## config.mk

```make
export PLATFORM = sky130hd
export DESIGN_NAME = vend_change
export DESIGN_NICKNAME = d
export VERILOG_FILES = /design/src/rtl/vend_change.sv
export SDC_FILE = /design/constraint.sdc
export NUM_CORES = 1
export LEC_CHECK = 0
export ABC_AREA = 0
export BUFFER_PORTS_ARGS = -buffer_cell sky130_fd_sc_hd__buf_2
export CAP_MARGIN = 20
export CORE_MARGIN = 4
export CORE_UTILIZATION = 52
export DETAILED_ROUTE_END_ITERATION = 7
export PLACE_DENSITY = 0.79
export SLEW_MARGIN = 20
export SYNTH_ARGS = -nofsm -noshare
export SYNTH_HDL_FRONTEND = slang
export SYNTH_SLANG_ARGS = --single-unit
```

## constraint.sdc

```tcl
create_clock -name clock -period 6.8 [get_ports clock]
set_clock_uncertainty 0.2 [all_clocks]
set_input_delay 1.36 -clock clock [delete_from_list [all_inputs] [get_ports clock]]
set_output_delay 1.36 -clock clock [all_outputs]
set_load 0.05 [all_outputs]
```

## src/rtl/vend_change.sv

```systemverilog
// rtl/vend_change.sv - newspaper vending controller: coin credit, vend, nickel change return
// Optional saturating sales counter is enabled by defining VEND_SALES_CNT_EN.
module vend_change #(
  parameter int PRICE    = 15,
  parameter int DIME_VAL = 10,
  parameter int QTR_VAL  = 25,
  parameter int CREDIT_W = 8,
  parameter int CNT_W    = 16
) (
  input  logic                clock,
  input  logic                reset_n,
  input  logic [1:0]          coin,
  input  logic                cancel,
  output logic                newspaper,
  output logic                change_nickel,
  output logic                busy,
  output logic                coin_reject,
  output logic [CREDIT_W-1:0] credit,
  output logic [CNT_W-1:0]    sales_count
);

  typedef enum logic [1:0] {IDLE, ACCUM, VEND, CHANGE} state_t;

  localparam logic [CREDIT_W-1:0] PRICE_C  = CREDIT_W'(PRICE);
  localparam logic [CREDIT_W-1:0] NICKEL_C = CREDIT_W'(5);
  localparam logic [CREDIT_W-1:0] DIME_C   = CREDIT_W'(DIME_VAL);
  localparam logic [CREDIT_W-1:0] QTR_C    = CREDIT_W'(QTR_VAL);

  state_t              state, state_nx;
  logic [CREDIT_W-1:0] credit_nx, coin_val, sum;
  logic                reject_nx;
  logic                newspaper_nx, change_nx, busy_nx;

  always_comb begin
    coin_val = '0;
    case (coin)
      2'b01:   coin_val = NICKEL_C;
      2'b10:   coin_val = DIME_C;
      2'b11:   coin_val = QTR_C;
      default: coin_val = '0;
    endcase
  end

  assign sum = credit + coin_val;

  // Outputs are registered from the next state so every output is a clean flop.
  always_ff @(posedge clock or negedge reset_n) begin
    if (!reset_n) begin
      state         <= IDLE;
      credit        <= '0;
      coin_reject   <= 1'b0;
      newspaper     <= 1'b0;
      change_nickel <= 1'b0;
      busy          <= 1'b0;
    end else begin
      state         <= state_nx;
      credit        <= credit_nx;
      coin_reject   <= reject_nx;
      newspaper     <= newspaper_nx;
      change_nickel <= change_nx;
      busy          <= busy_nx;
    end
  end

  always_comb begin
    state_nx  = state;
    credit_nx = credit;
    reject_nx = 1'b0;
    case (state)
      IDLE, ACCUM: begin
        if (state == ACCUM && cancel) begin
          state_nx  = CHANGE;
          reject_nx = (coin != 2'b00);
        end else if (coin != 2'b00) begin
          credit_nx = sum;
          state_nx  = (sum >= PRICE_C) ? VEND : ACCUM;
        end
      end
      VEND: begin
        credit_nx = credit - PRICE_C;
        state_nx  = (credit == PRICE_C) ? IDLE : CHANGE;
        reject_nx = (coin != 2'b00);
      end
      CHANGE: begin
        credit_nx = credit - NICKEL_C;
        state_nx  = (credit == NICKEL_C) ? IDLE : CHANGE;
        reject_nx = (coin != 2'b00);
      end
      default: state_nx = IDLE;
    endcase
  end

  always_comb begin
    newspaper_nx = (state_nx == VEND);
    change_nx    = (state_nx == CHANGE);
    busy_nx      = (state_nx == VEND) || (state_nx == CHANGE);
  end

`ifdef VEND_SALES_CNT_EN
  // VEND lasts exactly one cycle, so a next state of VEND is always a fresh entry.
  always_ff @(posedge clock or negedge reset_n) begin
    if (!reset_n)
      sales_count <= '0;
    else if (state_nx == VEND && sales_count != '1)
      sales_count <= sales_count + 1'b1;
  end
`else
  assign sales_count = '0;
`endif

endmodule

```

==> run metrics <==
run status=finished, final reports clean; cell-by-cell trace of the critical path=buf_2 -> ha_1 -> fa_1 -> a21oi_1 -> o31ai_2 -> xor2_1 -> a2bb2oi_2 -> nor4_4 -> o21bai_1; CTS-repair resized insts=0; worst setup slack before clock tree synthesis=around 3.2 ns; die area=approximately 3200 um2; Tot GR Track Use=0.165; hold-fix buffers at CTS=0; TritonRoute pass-1 iters=4; # fillers=207; top cell type by total area after synthesis=sky130_fd_sc_hd__dfrtp_1; vias in the first global route=approximately 950; instance count after placement with tap cells included=between 150 and 200; Root Buffer Master=sky130_fd_sc_hd__clkbuf_4; Internal Power=~120 uW; Post-Synthesis Mean Instance Area=between 8 and 9 um2; largest net degree at the start of global routing=15; count of flip-flops with a built-in enable after synthesis=0; cell family with most CP delay=compound AO/OA/AOI/OAI gates; leak pwr=~0.00059 uW; detailed-route via count=1002; maximum clock path buffer count=2; slowest stage delay, CP=just over 0.4 ns; data required time at the worst endpoint=6.75 ns; Storage cell area=between 300 and 400 um2; initial core utilization=0.548; total overflow reported by the global router=0; synthesized area=approximately 1200 um2; reported max-cap violation count=0; final std cells w/o fill=about 180; Iter 0 DRT Violations=21; post-detailed-routing wire length=roughly 2500 um; share of Yosys cell area claimed by the top area cell type=0.286; fraction of layout cells with a size suffix above 1=0.167; Slew Limit Headroom=0.584; Pins Over Slew Limit=0; number of instances in the synthesized netlist=140; core area=between 2000 and 2500 um2; CP startpoint kind=primary input; weighted congestion at the end of routability-driven global placement=0.942; crit path kind=in -> reg; Multi-input gate area=~780 um2; Buf/Inv on CP=1; power density over cell area=139 nW/um2; htree depth=1; Switching Power=~58 uW; TritonCTS Sinks=14; layout overhead on the synthesized area=6.13%; fin crit period=between 3 and 4 ns; setup total negative slack=0 ns; Setup Viol. Count Final=0; number of design rule violations left after detail routing=0; nets@finish=171; post-synthesis sequential area ratio=0.286; most frequently used cell type in the post-synthesis netlist=sky130_fd_sc_hd__buf_4; num rows=17; Crit Path Max Fanout=7; count of pins on the block boundary=33; clock edge transition at the registers on the reported setup and hold paths=roughly 0.080 ns; number of buffers added for setup after CTS=0; number of antenna violations at the first check in global routing=0; number of buffer cells added on primary ports=16; relative contribution of combinational cells to total power=0.214; Post-DP HPWL=1980 um; number of buffers inserted during clock tree synthesis=3; clock tree from TritonCTS=done; sequential fraction of design power=0.463; top cell types by occurrence after synthesis=sky130_fd_sc_hd__buf_4, sky130_fd_sc_hd__dfrtp_1, sky130_fd_sc_hd__o21ai_0; global-route wire length before repair=about 4300 um; Max rail drop VDD=approximately 0.064 mV; warnings from Yosys=0; final worst path period share=0.494; Final Hold Viols=0; RSZ-0062 raised after global routing=false; Via-to-Cell Ratio=5.45; Die Height=roughly 57 um; post-synthesis register bit count=14; share of flip-flops with an asynchronous set or reset=1.00; Hold WC Path Type=reg -> reg; number of antenna repair diodes=0; Distinct cells, synth=between 40 and 50; Least-Margin Pin Slew=roughly 0.62 ns; later-pin clock latency in the skew report=0.27 ns; most used flip-flop cell after synthesis=sky130_fd_sc_hd__dfrtp_1; minimum setup slack in the final design=3.44 ns; peak clock frequency supported by timing=0.297 GHz; switching power share of the total=0.320; master of the slowest instance on the critical path=sky130_fd_sc_hd__fa_1; kind of capture point of the worst setup path=flip-flop; detail-routed net length per standard cell=about 13 um; top post-synthesis cells by area=sky130_fd_sc_hd__dfrtp_1, sky130_fd_sc_hd__buf_4, sky130_fd_sc_hd__ha_1; Routed Antenna Nets=0; Data arrival, critical path=approximately 3.3 ns; Die W=56.5 um; clock network fraction of total power=0.323
## cells by family after synthesis
family,share of synthesized area
and+or+nand+nor,0.172
AOI/OAI and AO/OA,0.233
buffers and inverters,0.127
DFF,0.286
adders and majority gates,0.0981
muxes,0.0245
xor gates and xnor gates,0.0572
other,0.00306
## path summary, 6_finish.rpt
check | startpoint | endpoint | slack (ns) | depth (start not counted)
worst max-delay path | coin[0] | state[1] | 3.44 | 9
worst min-delay path | credit[6] | credit[6] | 0.42 | 1
worst max register to register | credit[0] | state[1] | 4.12 | 8
worst min register to register | credit[6] | credit[6] | 0.42 | 1
max in group asynchronous | reset_n | credit[4] | 5.41 | 1
min in group asynchronous | reset_n | credit[1] | 0.76 | 1
## layer usage
metal / vias to the layer above / GRT usage / share of wire
met3: 2 / 0.0161 / 0.066
li1: 497 / - / -
met5: - / 0 / 0
met1: 461 / 0.221 / 0.44
met2: 42 / 0.274 / 0.48
met4: 0 / 0.0542 / 0.012
## through the flow
step | hold WS, ns | total power (uW) | cell area [um2] | util
after floorplan | 0.375 | 124 | 1280 | -
after CTS | 0.415 | 182 | 1300 | 0.582
after global placement | 0.404 | 123 | 1260 | 0.566
after global routing | 0.454 | 191 | 1300 | 0.582
after detailed placement | 0.397 | 123 | 1260 | 0.566
final | 0.422 | 180 | 1300 | 0.582
## layout make-up
| type | count | share of cell area |
|---|---|---|
| timing repair buffer | 16 | 0.0616 |
| multi-input combinational | 116 | 0.597 |
| tap | 28 | 0.0269 |
| inverter | 6 | 0.0173 |
| sequential | 14 | 0.269 |
| clock buffer | 4 | 0.0279 |
## cell usage in the layout, fill, tap and decap left out, types with 2 or more instances in the layout
cell type / instances
sky130_fd_sc_hd__and3_1: 2
sky130_fd_sc_hd__o21ai_1: 2
sky130_fd_sc_hd__a21oi_1: 9
sky130_fd_sc_hd__ha_1: 8
sky130_fd_sc_hd__nand2_1: 8
sky130_fd_sc_hd__o311ai_0: 2
sky130_fd_sc_hd__xnor2_1: 5
sky130_fd_sc_hd__buf_2: 16
sky130_fd_sc_hd__nor3_1: 2
sky130_fd_sc_hd__o32ai_1: 2
sky130_fd_sc_hd__conb_1: 16
sky130_fd_sc_hd__xor2_1: 3
sky130_fd_sc_hd__nand3_1: 2
sky130_fd_sc_hd__inv_1: 5
sky130_fd_sc_hd__o21bai_1: 3
sky130_fd_sc_hd__clkbuf_4: 3
sky130_fd_sc_hd__nor2b_1: 4
sky130_fd_sc_hd__nor2_1: 10
sky130_fd_sc_hd__a21o_1: 2
sky130_fd_sc_hd__mux2i_1: 3
sky130_fd_sc_hd__o21ai_0: 13
sky130_fd_sc_hd__and2_1: 3
sky130_fd_sc_hd__dfrtp_1: 14
## state kept, by name, indices dropped and copies added, names as in the netlist
name           cells
busy               1
state              2
change_nickel      1
credit             8
coin_reject        1
newspaper          1
## power by group through the flow
| stage | Sequential [uW] | Clock (uW) | Combinational [uW] |
|---|---|---|---|
| floorplan | 86.3 | 0 | 38.1 |
| global placement | 85.2 | 0 | 37.5 |
| detailed placement | 85.2 | 0 | 38.2 |
| CTS | 83.5 | 60.0 | 38.2 |
| global route | 83.6 | 66.1 | 41.4 |
| finish | 83.5 | 58.3 | 38.6 |
Power figures use the tool's default switching activity.
